File: config.mk
export PLATFORM = sky130hd
export DESIGN_NAME = lpif_phy_tx_sink_flat
export DESIGN_NICKNAME = d
export VERILOG_FILES = /design/src/rtl/lpif_phy_tx_sink_if.sv /design/src/rtl/lpif_phy_tx_sink.sv /design/src/flat_wrapper.sv
export SDC_FILE = /design/constraint.sdc
export NUM_CORES = 1
export LEC_CHECK = 0
export BUFFER_PORTS_ARGS = -buffer_cell sky130_fd_sc_hd__buf_4
export CAP_MARGIN = 15
export CORE_MARGIN = 2
export CORE_UTILIZATION = 61
export CTS_CLUSTER_SIZE = 28
export DETAILED_ROUTE_END_ITERATION = 10
export PLACE_DENSITY = 0.9
export RECOVER_POWER = 50
export SLEW_MARGIN = 5
export SYNTH_ARGS = -nofsm -noshare
export SYNTH_HDL_FRONTEND = slang
export SYNTH_SLANG_ARGS = --single-unit
File: constraint.sdc
create_clock -name lclk -period 7.35 [get_ports lclk]
set_clock_uncertainty 0.1 [all_clocks]
set_input_delay 1.47 -clock lclk [delete_from_list [all_inputs] [get_ports lclk]]
set_output_delay 1.47 -clock lclk [all_outputs]
set_load 0.05 [all_outputs]
File: src/rtl/lpif_phy_tx_sink_if.sv
// LPIF transmit beat bus plus the downstream PHY transmit port of lpif_phy_tx_sink.
// Handshake: a beat transfers on a clock edge where the offering side's valid (lp_irdy / tx_valid) and the taking side's ready (pl_trdy / tx_ready) are both high; valid never waits on ready.
interface lpif_phy_tx_sink_if #(
    parameter int LPIF_BUS_WIDTH = 32
);
    localparam int NB = LPIF_BUS_WIDTH / 8;

    logic                      lp_irdy;
    logic [LPIF_BUS_WIDTH-1:0] lp_data;
    logic [NB-1:0]             lp_valid;
    logic [NB-1:0]             lp_tlp_start;
    logic [NB-1:0]             lp_tlp_end;
    logic [NB-1:0]             lp_dllp_start;
    logic [NB-1:0]             lp_dllp_end;
    logic [NB-1:0]             lp_tlpedb;
    logic                      pl_trdy;

    logic                      tx_valid;
    logic                      tx_ready;
    logic [LPIF_BUS_WIDTH-1:0] tx_data;
    logic [NB-1:0]             tx_byte_valid;
    logic [NB-1:0]             tx_tlp_start;
    logic [NB-1:0]             tx_tlp_end;
    logic [NB-1:0]             tx_dllp_start;
    logic [NB-1:0]             tx_dllp_end;
    logic [NB-1:0]             tx_tlpedb;

    modport master (
        output lp_irdy, lp_data, lp_valid, lp_tlp_start, lp_tlp_end,
               lp_dllp_start, lp_dllp_end, lp_tlpedb,
        input  pl_trdy,
        input  tx_valid, tx_data, tx_byte_valid, tx_tlp_start, tx_tlp_end,
               tx_dllp_start, tx_dllp_end, tx_tlpedb,
        output tx_ready
    );

    modport slave (
        input  lp_irdy, lp_data, lp_valid, lp_tlp_start, lp_tlp_end,
               lp_dllp_start, lp_dllp_end, lp_tlpedb,
        output pl_trdy,
        output tx_valid, tx_data, tx_byte_valid, tx_tlp_start, tx_tlp_end,
               tx_dllp_start, tx_dllp_end, tx_tlpedb,
        input  tx_ready
    );
endinterface

File: src/rtl/lpif_phy_tx_sink.sv
// PHY-side LPIF transmit endpoint: beat FIFO toward the PHY tx pipeline plus the LPIF state handshake.
// Optional framing checker enabled by defining LPIF_FRAMING_CHECK_EN; pl_state_sts doubles as the FSM debug view.
module lpif_phy_tx_sink #(
    parameter int LPIF_BUS_WIDTH = 32,
    parameter int FIFO_DEPTH     = 4
) (
    input  logic                lclk,
    input  logic                reset,
    lpif_phy_tx_sink_if.slave   bus,
    input  logic [3:0]          lp_state_req,
    input  logic                lp_force_detect,
    output logic [3:0]          pl_state_sts,
    output logic                pl_linkup,
    input  logic                ltssm_linkup,
    output logic [7:0]          framing_err_cnt
);
    localparam int NB = LPIF_BUS_WIDTH / 8;
    localparam int AW = (FIFO_DEPTH > 2) ? $clog2(FIFO_DEPTH) : 1;
    localparam int EW = LPIF_BUS_WIDTH + 6 * NB;

    localparam logic [3:0] ST_RESET     = 4'b0000;
    localparam logic [3:0] ST_ACTIVE    = 4'b0001;
    localparam logic [3:0] ST_RETRAIN   = 4'b1011;
    localparam logic [3:0] ST_LINKRESET = 4'b1001;

    localparam logic [AW:0]   DEPTH_C = (AW + 1)'(FIFO_DEPTH);
    localparam logic [AW:0]   CNT_ONE = (AW + 1)'(1);
    localparam logic [AW-1:0] PTR_ONE = AW'(1);

    logic [3:0]    state, state_next;
    logic          ltssm_q;
    logic          linkup_q;
    logic          trdy_q;
    logic [AW:0]   count, count_next;
    logic [AW-1:0] wr_ptr, rd_ptr;
    logic [EW-1:0] mem [FIFO_DEPTH];
    logic          push, pop, flush, linkup_fall;

    assign linkup_fall = ltssm_q & ~ltssm_linkup;

    always_comb begin
        state_next = state;
        if (lp_force_detect) begin
            state_next = ST_RESET;
        end else begin
            case (state)
                ST_RESET: begin
                    if (lp_state_req == ST_ACTIVE && ltssm_linkup) state_next = ST_ACTIVE;
                end
                ST_ACTIVE: begin
                    if (lp_state_req == ST_LINKRESET)
                        state_next = ST_LINKRESET;
                    else if (lp_state_req == ST_RETRAIN || linkup_fall)
                        state_next = ST_RETRAIN;
                end
                ST_RETRAIN: begin
                    if (lp_state_req == ST_LINKRESET)
                        state_next = ST_LINKRESET;
                    else if (ltssm_linkup && lp_state_req != ST_RETRAIN)
                        state_next = ST_ACTIVE;
                end
                ST_LINKRESET: begin
                    if (lp_state_req != ST_LINKRESET) state_next = ST_RESET;
                end
                default: state_next = ST_RESET;
            endcase
        end
    end

    // RESET is only ever entered through a flush, so the FIFO is already empty while there.
    assign flush = (state_next == ST_RESET || state_next == ST_LINKRESET) && (state_next != state);
    assign push  = bus.lp_irdy & trdy_q & (|bus.lp_valid);
    assign pop   = bus.tx_valid & bus.tx_ready;

    always_comb begin
        count_next = count;
        if (flush)
            count_next = '0;
        else if (push && !pop)
            count_next = count + CNT_ONE;
        else if (!push && pop)
            count_next = count - CNT_ONE;
    end

    always_ff @(posedge lclk) begin
        if (reset) begin
            state    <= ST_RESET;
            ltssm_q  <= 1'b0;
            linkup_q <= 1'b0;
            trdy_q   <= 1'b0;
            count    <= '0;
            wr_ptr   <= '0;
            rd_ptr   <= '0;
        end else begin
            state    <= state_next;
            ltssm_q  <= ltssm_linkup;
            linkup_q <= ltssm_linkup & ~lp_force_detect;
            // Registered ready: drops in the same cycle the state leaves ACTIVE or the FIFO fills.
            trdy_q   <= (state == ST_ACTIVE) && (state_next == ST_ACTIVE) && (count_next < DEPTH_C);
            count    <= count_next;
            if (flush) begin
                wr_ptr <= '0;
                rd_ptr <= '0;
            end else begin
                if (push) wr_ptr <= wr_ptr + PTR_ONE;
                if (pop)  rd_ptr <= rd_ptr + PTR_ONE;
            end
        end
    end

    always_ff @(posedge lclk) begin
        if (push) begin
            mem[wr_ptr] <= {bus.lp_data, bus.lp_valid, bus.lp_tlp_start, bus.lp_tlp_end,
                            bus.lp_dllp_start, bus.lp_dllp_end, bus.lp_tlpedb};
        end
    end

    assign pl_state_sts = state;
    assign pl_linkup    = linkup_q;
    assign bus.pl_trdy  = trdy_q;
    assign bus.tx_valid = (count != '0);
    assign {bus.tx_data, bus.tx_byte_valid, bus.tx_tlp_start, bus.tx_tlp_end,
            bus.tx_dllp_start, bus.tx_dllp_end, bus.tx_tlpedb} = bus.tx_valid ? mem[rd_ptr] : '0;

`ifdef LPIF_FRAMING_CHECK_EN
    logic       in_tlp, in_dllp, in_tlp_next, in_dllp_next, beat_err, accepted;
    logic [7:0] err_cnt;

    assign accepted = bus.lp_irdy & trdy_q;

    // Lanes are scanned low to high; an EDB mark closes a TLP just like a normal end.
    always_comb begin
        in_tlp_next  = in_tlp;
        in_dllp_next = in_dllp;
        beat_err     = 1'b0;
        for (int i = 0; i < NB; i++) begin
            if (!bus.lp_valid[i]) begin
                if (bus.lp_tlp_start[i] | bus.lp_tlp_end[i] | bus.lp_dllp_start[i] |
                    bus.lp_dllp_end[i] | bus.lp_tlpedb[i])
                    beat_err = 1'b1;
            end else begin
                if (bus.lp_tlp_start[i]) begin
                    if (in_tlp_next | in_dllp_next) beat_err = 1'b1;
                    in_tlp_next = 1'b1;
                end
                if (bus.lp_dllp_start[i]) begin
                    if (in_tlp_next | in_dllp_next) beat_err = 1'b1;
                    in_dllp_next = 1'b1;
                end
                if (bus.lp_tlp_end[i] | bus.lp_tlpedb[i]) begin
                    if (!in_tlp_next) beat_err = 1'b1;
                    in_tlp_next = 1'b0;
                end
                if (bus.lp_dllp_end[i]) begin
                    if (!in_dllp_next) beat_err = 1'b1;
                    in_dllp_next = 1'b0;
                end
            end
        end
    end

    always_ff @(posedge lclk) begin
        if (reset) begin
            in_tlp  <= 1'b0;
            in_dllp <= 1'b0;
            err_cnt <= 8'd0;
        end else begin
            if (flush) begin
                in_tlp  <= 1'b0;
                in_dllp <= 1'b0;
            end else if (accepted) begin
                in_tlp  <= in_tlp_next;
                in_dllp <= in_dllp_next;
            end
            if (accepted && beat_err && err_cnt != 8'd255) err_cnt <= err_cnt + 8'd1;
        end
    end

    assign framing_err_cnt = err_cnt;
`else
    assign framing_err_cnt = 8'd0;
`endif

endmodule
File: src/flat_wrapper.sv
// flat-port wrapper written by rule: the top's interface ports become plain ports
module lpif_phy_tx_sink_flat 
#(
    parameter int LPIF_BUS_WIDTH = 32,
    parameter int FIFO_DEPTH     = 4
)
  (lclk, reset, lp_state_req, lp_force_detect, pl_state_sts, pl_linkup, ltssm_linkup, framing_err_cnt, bus_lp_irdy, bus_lp_data, bus_lp_valid, bus_lp_tlp_start, bus_lp_tlp_end, bus_lp_dllp_start, bus_lp_dllp_end, bus_lp_tlpedb, bus_pl_trdy, bus_tx_valid, bus_tx_data, bus_tx_byte_valid, bus_tx_tlp_start, bus_tx_tlp_end, bus_tx_dllp_start, bus_tx_dllp_end, bus_tx_tlpedb, bus_tx_ready);
  lpif_phy_tx_sink_if #(.LPIF_BUS_WIDTH(LPIF_BUS_WIDTH)) bus_i ();
  input  logic lclk;
  input  logic reset;
  input  logic [3:0] lp_state_req;
  input  logic lp_force_detect;
  output logic [3:0] pl_state_sts;
  output logic pl_linkup;
  input  logic ltssm_linkup;
  output logic [7:0] framing_err_cnt;
  input wire logic [$bits(bus_i.lp_irdy)-1:0] bus_lp_irdy;
  input wire logic [$bits(bus_i.lp_data)-1:0] bus_lp_data;
  input wire logic [$bits(bus_i.lp_valid)-1:0] bus_lp_valid;
  input wire logic [$bits(bus_i.lp_tlp_start)-1:0] bus_lp_tlp_start;
  input wire logic [$bits(bus_i.lp_tlp_end)-1:0] bus_lp_tlp_end;
  input wire logic [$bits(bus_i.lp_dllp_start)-1:0] bus_lp_dllp_start;
  input wire logic [$bits(bus_i.lp_dllp_end)-1:0] bus_lp_dllp_end;
  input wire logic [$bits(bus_i.lp_tlpedb)-1:0] bus_lp_tlpedb;
  output wire logic [$bits(bus_i.pl_trdy)-1:0] bus_pl_trdy;
  output wire logic [$bits(bus_i.tx_valid)-1:0] bus_tx_valid;
  output wire logic [$bits(bus_i.tx_data)-1:0] bus_tx_data;
  output wire logic [$bits(bus_i.tx_byte_valid)-1:0] bus_tx_byte_valid;
  output wire logic [$bits(bus_i.tx_tlp_start)-1:0] bus_tx_tlp_start;
  output wire logic [$bits(bus_i.tx_tlp_end)-1:0] bus_tx_tlp_end;
  output wire logic [$bits(bus_i.tx_dllp_start)-1:0] bus_tx_dllp_start;
  output wire logic [$bits(bus_i.tx_dllp_end)-1:0] bus_tx_dllp_end;
  output wire logic [$bits(bus_i.tx_tlpedb)-1:0] bus_tx_tlpedb;
  input wire logic [$bits(bus_i.tx_ready)-1:0] bus_tx_ready;
  assign bus_i.lp_irdy = bus_lp_irdy;
  assign bus_i.lp_data = bus_lp_data;
  assign bus_i.lp_valid = bus_lp_valid;
  assign bus_i.lp_tlp_start = bus_lp_tlp_start;
  assign bus_i.lp_tlp_end = bus_lp_tlp_end;
  assign bus_i.lp_dllp_start = bus_lp_dllp_start;
  assign bus_i.lp_dllp_end = bus_lp_dllp_end;
  assign bus_i.lp_tlpedb = bus_lp_tlpedb;
  assign bus_pl_trdy = bus_i.pl_trdy;
  assign bus_tx_valid = bus_i.tx_valid;
  assign bus_tx_data = bus_i.tx_data;
  assign bus_tx_byte_valid = bus_i.tx_byte_valid;
  assign bus_tx_tlp_start = bus_i.tx_tlp_start;
  assign bus_tx_tlp_end = bus_i.tx_tlp_end;
  assign bus_tx_dllp_start = bus_i.tx_dllp_start;
  assign bus_tx_dllp_end = bus_i.tx_dllp_end;
  assign bus_tx_tlpedb = bus_i.tx_tlpedb;
  assign bus_i.tx_ready = bus_tx_ready;
  lpif_phy_tx_sink #(.LPIF_BUS_WIDTH(LPIF_BUS_WIDTH), .FIFO_DEPTH(FIFO_DEPTH)) u_core (.lclk(lclk), .reset(reset), .bus(bus_i), .lp_state_req(lp_state_req), .lp_force_detect(lp_force_detect), .pl_state_sts(pl_state_sts), .pl_linkup(pl_linkup), .ltssm_linkup(ltssm_linkup), .framing_err_cnt(framing_err_cnt));
endmodule
-- After elaboration in Yosys (flattened, before gate mapping)
Memories as Yosys holds them, arrays and structs flattened. A register that Yosys moved wholly into a read port is not among the register bits.
Cells that the tools add are included.
- register bits: 14
- bits in writable memories: 224
- output and inout port bits: 71
- word-level logic and storage cells: 63
- memories: 1
- $add $sub $neg: 4
- magnitude comparators: 1
- eq/ne operators: 11
- multiplexer cells: 16
- bitwise gates (word level): 7
- reductions and logical operators: 16
- memories (memory ; words ; bits a word ; read ports ; clocked after Yosys merged registers in ; write ports ; RTL line ; source):
    u_core.mem ; 4 ; 56 ; 1 ; 1 ; 1 ; lpif_phy_tx_sink.sv:36 ; logic [EW-1:0] mem [FIFO_DEPTH];
- operators by type and width (operator ; number):
    $mux 56 ; 1
    $mux 4 ; 7
    $eq 4x4->1 const B ; 5
    $pmux 4 s4 ; 1
    $eq 4x1->1 const B ; 3
    $mux 3 ; 3
    $logic_not 4->1 ; 2
    $ne 4x4->1 const B ; 2
    $logic_and 1x1->1 ; 7
    $and 1x1->1 ; 5
    $add 2x1->2 const B ; 2
    $mux 2 ; 2
    $ne 4x4->1 ; 1
    $reduce_or 4->1 ; 1
    $add 3x1->3 const B ; 1
    $lt 3x3->1 const B ; 1
    $reduce_bool 3->1 ; 1
    $sub 3x1->3 const B ; 1
    $logic_not 1->1 ; 2
    $logic_or 1x1->1 ; 2
    $mux 1 ; 2
    $not 1->1 ; 2
    $reduce_or 2->1 ; 1

-- Depth between registers and ports, before layout
- word-level depth: 13
- gate-level depth with buffers: 11
- mapped depth without buffers: 11

-- Worst setup path after synthesis
No wires, ideal clock.
- path type: input -> register
- start point: input port bus_lp_irdy
- end point: memory u_core.mem[0][0] (netlist name) (enable)
- arrival time: 3.170 ns
- data required time: 6.830 ns
- slack: 3.661 ns
- stages on the path: 3
- cell sequence: nand2_1 nor2_2 and2_1
- word-level cells in the longest chain between the ends: 4
- ends and longest elaborated chain (item ; RTL line ; source):
    start, declared ; flat_wrapper.sv:17 ; input wire logic [$bits(bus_i.lp_irdy)-1:0] bus_lp_irdy;
    $and 1x1->1 (2 in a row) ; lpif_phy_tx_sink.sv:72 ; assign push = bus.lp_irdy & trdy_q & (|bus.lp_valid);
    named net u_core.push ; lpif_phy_tx_sink.sv:37 ; logic push, pop, flush, linkup_fall;
    $mux 1 ; lpif_phy_tx_sink.sv:112 ; if (push) begin
    $mux 1 (implied by the code) ; lpif_phy_tx_sink.sv:113 ; mem[wr_ptr] <= {bus.lp_data, bus.lp_valid, bus.lp_tlp_start, bus.lp_tlp_end,
    end, declared ; lpif_phy_tx_sink.sv:36 ;
The timed path passes the listed nets, and every way through them passes these cells.

==> impl_summary.log <==
INFO  metric crit_arrival = 2.80 ns
INFO  metric critical_path.startpoint_type = flop
INFO  metric yosys_warnings = 0
INFO  metric synth_top_area_share = 0.710
INFO  metric setup-violations-final = 0
INFO  metric non_filler_instances = 812
INFO  metric initialDrtViolationCount = 382
INFO  metric maximum_clock_rate = 229 MHz
INFO  metric cts_root_buf = sky130_fd_sc_hd__clkbuf_16
INFO  metric cts_resized = 0
INFO  metric final.fill_count = 912
INFO  metric dpl.hpwl = 11.0 mm
INFO  metric overall_die_area = 0.0165 mm^2
INFO  metric max-clock-path-buffers = 3
INFO  metric path_max_fanout = 38
INFO  metric crit_path_max_incr_delay = 0.65 ns
INFO  metric post_synthesis_cell_area = 0.00947 mm^2
INFO  metric port-buffer-count = 128
INFO  metric synth.ff_latch_count = 240
INFO  metric pwr-share-comb = 0.017
INFO  metric cellLeakagePower = 3.69 nW
INFO  metric dieWidth = 129 um
INFO  metric sequentialPowerShare = 0.554
INFO  metric routed_wire_length_per_instance = 21.7 um
INFO  metric max-cap-violations = 0
INFO  metric gpl.final_weighted_congestion = 0.809
INFO  metric cts_bufs_inserted = 23
INFO  metric main_area_contributors_after_synthesis = sky130_fd_sc_hd__edfxtp_1, sky130_fd_sc_hd__mux4_2, sky130_fd_sc_hd__and2_1
INFO  metric fin_worst_hold_slack = 0.477 ns
INFO  metric most_frequent_cells_in_the_layout = sky130_fd_sc_hd__edfxtp_1, sky130_fd_sc_hd__buf_4, sky130_fd_sc_hd__clkbuf_1
INFO  metric layout-area-overhead-vs-synth = 17.3%
INFO  metric totalWireLength = 17.6 mm
INFO  metric post_cts.repair.setup_buffers = 0
INFO  metric min-delay-path-class = flop to flop
INFO  metric route.detailed.drc = 0
INFO  metric power.ir.vdd_worst = 0.000195 V
INFO  metric power_density = 242 mW/mm^2
INFO  metric cts_tree = done
INFO  metric postRouteAntennaNets = 0
INFO  metric grt_max_degree = 59
INFO  metric die_y = 129 um
INFO  metric grt_pass1_vias = 5071
INFO  metric finalHoldViolations = 0
INFO  metric worstMarginPinSlew = 1.43 ns
INFO  metric intPower = 0.00220 W
INFO  metric finalCritPeriodShare = 0.595
INFO  metric initial_core_utilization = 0.623
INFO  metric synth_top_area_cell = sky130_fd_sc_hd__edfxtp_1
INFO  metric switching_share = 0.183
INFO  metric postCtsHoldBufs = 0
INFO  metric worstSetupPathType = flop to output pin
INFO  metric report.final.slew_viol_count = 0
INFO  metric clockPowerShare = 0.428
INFO  metric cpMaxStageDelayCell = sky130_fd_sc_hd__buf_4
INFO  metric cts_max_level = 1
INFO  metric critical_path.cell_chain = buf_4 -> mux4_2 -> and2_1 -> buf_4
INFO  metric synthesis.area_per_instance = 20.1 um^2
INFO  metric power.switching = 0.000494 W
INFO  metric worst_skew_pair.late_latency = 0.50 ns
INFO  metric antenna_found_initial = 0
INFO  metric tns = 0 ns
INFO  metric most_common_cell_after_layout_fill_and_taps_aside = sky130_fd_sc_hd__edfxtp_1
INFO  metric design.core.area = 0.0152 mm^2
INFO  metric relSlewSlack = 0.0485
INFO  metric finish.utilization = 0.731
INFO  metric dr.pass1.iters = 4
INFO  metric status = finished clean
INFO  metric post_route_cells_drive_above_1_share = 0.286
INFO  metric yosys.cell_types.count = 44
INFO  metric grt_setup_unrepaired = false
INFO  metric cp.required = 5.78 ns
INFO  metric cp_top_family = buffers and inverters
INFO  metric yosysSeqAreaShare = 0.744
INFO  metric io-pin-count = 137
INFO  metric gr_ovfl_total = 0
INFO  metric final_nets = 683
INFO  metric cp-end-kind = output pin
INFO  metric grt_first_pass_wirelength = 27.0 mm
INFO  metric route.detailed.vias_per_inst = 5.91
INFO  metric globalRouteTotalUtil = 0.216
INFO  metric cts.reportedPaths.clkPinSlew = 0.06 ns
INFO  metric netlist_instances = 471
INFO  metric critical-path-top-cell-by-count = sky130_fd_sc_hd__buf_4
INFO  metric place_inst = 771
INFO  metric timing.critical_path.buf_inv = 2
INFO  metric core.rowCount = 45
INFO  metric fin_crit = 4.37 ns
INFO  metric total_via_count_in_the_routed_design = 4801
INFO  metric clock_sink_count = 240
INFO  metric fin_total_pwr = 0.00269 W
[synthesized netlist by cell type (all sizes together)]
cell type     number
a2111oi            1
a211oi             7
a21boi             1
a21oi              6
a2bb2oi            1
a31oi              1
a32oi              1
and2              60
and2b              1
and3               1
and3b              1
buf               19
clkbuf            10
conb               1
dfxtp             16
dlymetal6s4s       1
edfxtp           224
ha                 9
inv                6
mux2               1
mux2i              1
mux4              56
nand2              9
nand2b             5
nand3b             1
nor2               7
nor2b              3
nor3               3
nor3b              1
nor4               3
o211ai             2
o21ai              2
o21bai             1
o221ai             1
or2b               1
or3                1
or4b               1
xnor2              3
xor2               2
[layer usage]
metal | vias up | track usage | part of all wire
met5 | - | 0 | 0
met4 | 0 | 0.0691 | 0.021
met3 | 25 | 0.0403 | 0.074
met2 | 201 | 0.366 | 0.52
met1 | 2448 | 0.291 | 0.38
li1 | 2127 | - | -
[cell type report]
type | instances | area [um^2] | share of cell area
timing repair buffer | 134 | 792 | 0.0713
inverter | 6 | 22.5 | 0.00203
clock inverter | 9 | 101 | 0.00912
clock buffer | 31 | 656 | 0.0590
antenna | 1 | 2.50 | 0.000225
multi-input combinational | 203 | 2250 | 0.203
tap | 188 | 235 | 0.0212
sequential | 240 | 7050 | 0.635
[flip-flops by register name (all words and copies together), names as in the netlist, named ones only]
register / count
u_core.mem: 224
u_core.bus.pl_trdy: 1
u_core.pl_state_sts: 4
u_core.wr_ptr: 2
u_core.pl_linkup: 1
u_core.ltssm_q: 1
u_core.count: 3
u_core.rd_ptr: 2
[kinds of logic (layout without fill, tap and decap cells)]
family / count (synthesis) / in the layout / synth area share
simple gates: 98 / 98 / 0.0629
other cells: 1 / 10 / 0.000396
flops: 240 / 240 / 0.744
compound gates: 24 / 24 / 0.0193
xor+xnor: 5 / 5 / 0.00462
buf+inv: 36 / 180 / 0.0215
fa+ha+maj: 9 / 9 / 0.0119
mux: 58 / 58 / 0.135
[power groups by stage]
stage	logic [W]	clock network, W	registers [W]
final	0.0000469	0.00115	0.00149
after floorplan	0.0000180	0	0.00152
after CTS	0.0000602	0.00117	0.00149
after global placement	0.0000552	0	0.00152
after detailed placement	0.0000600	0	0.00152
after global routing	0.0000513	0.00123	0.00149
[worst min-delay path, delay by kind of cell, from the launching register on]
kind	cells	cell delay, ns
DFF	1	0.33
AOI/OAI and AO/OA	2	0.20
[worst paths after layout]
| kind | start | end | slack, ns | depth (start not counted) |
|---|---|---|---|---|
| max | flop | bus_tx_byte_valid[1] | 2.98 | 4 |
| min | u_core.count[1] | u_core.count[1] | 0.48 | 2 |
| max reg2reg | u_core.bus.pl_trdy | u_core.mem[0][0] | 4.21 | 4 |
| min reg2reg | u_core.count[1] | u_core.count[1] | 0.48 | 2 |
[metrics by stage]
step                      setup slack [ns]  area (um^2)
final                                 2.98        11100
after global routing                  2.77        11100
after CTS                             2.88        11300
after detailed placement              3.42        10600
after global placement                3.44        10600
after floorplan                       3.66         9500
(Power assumes the default switching activity.)
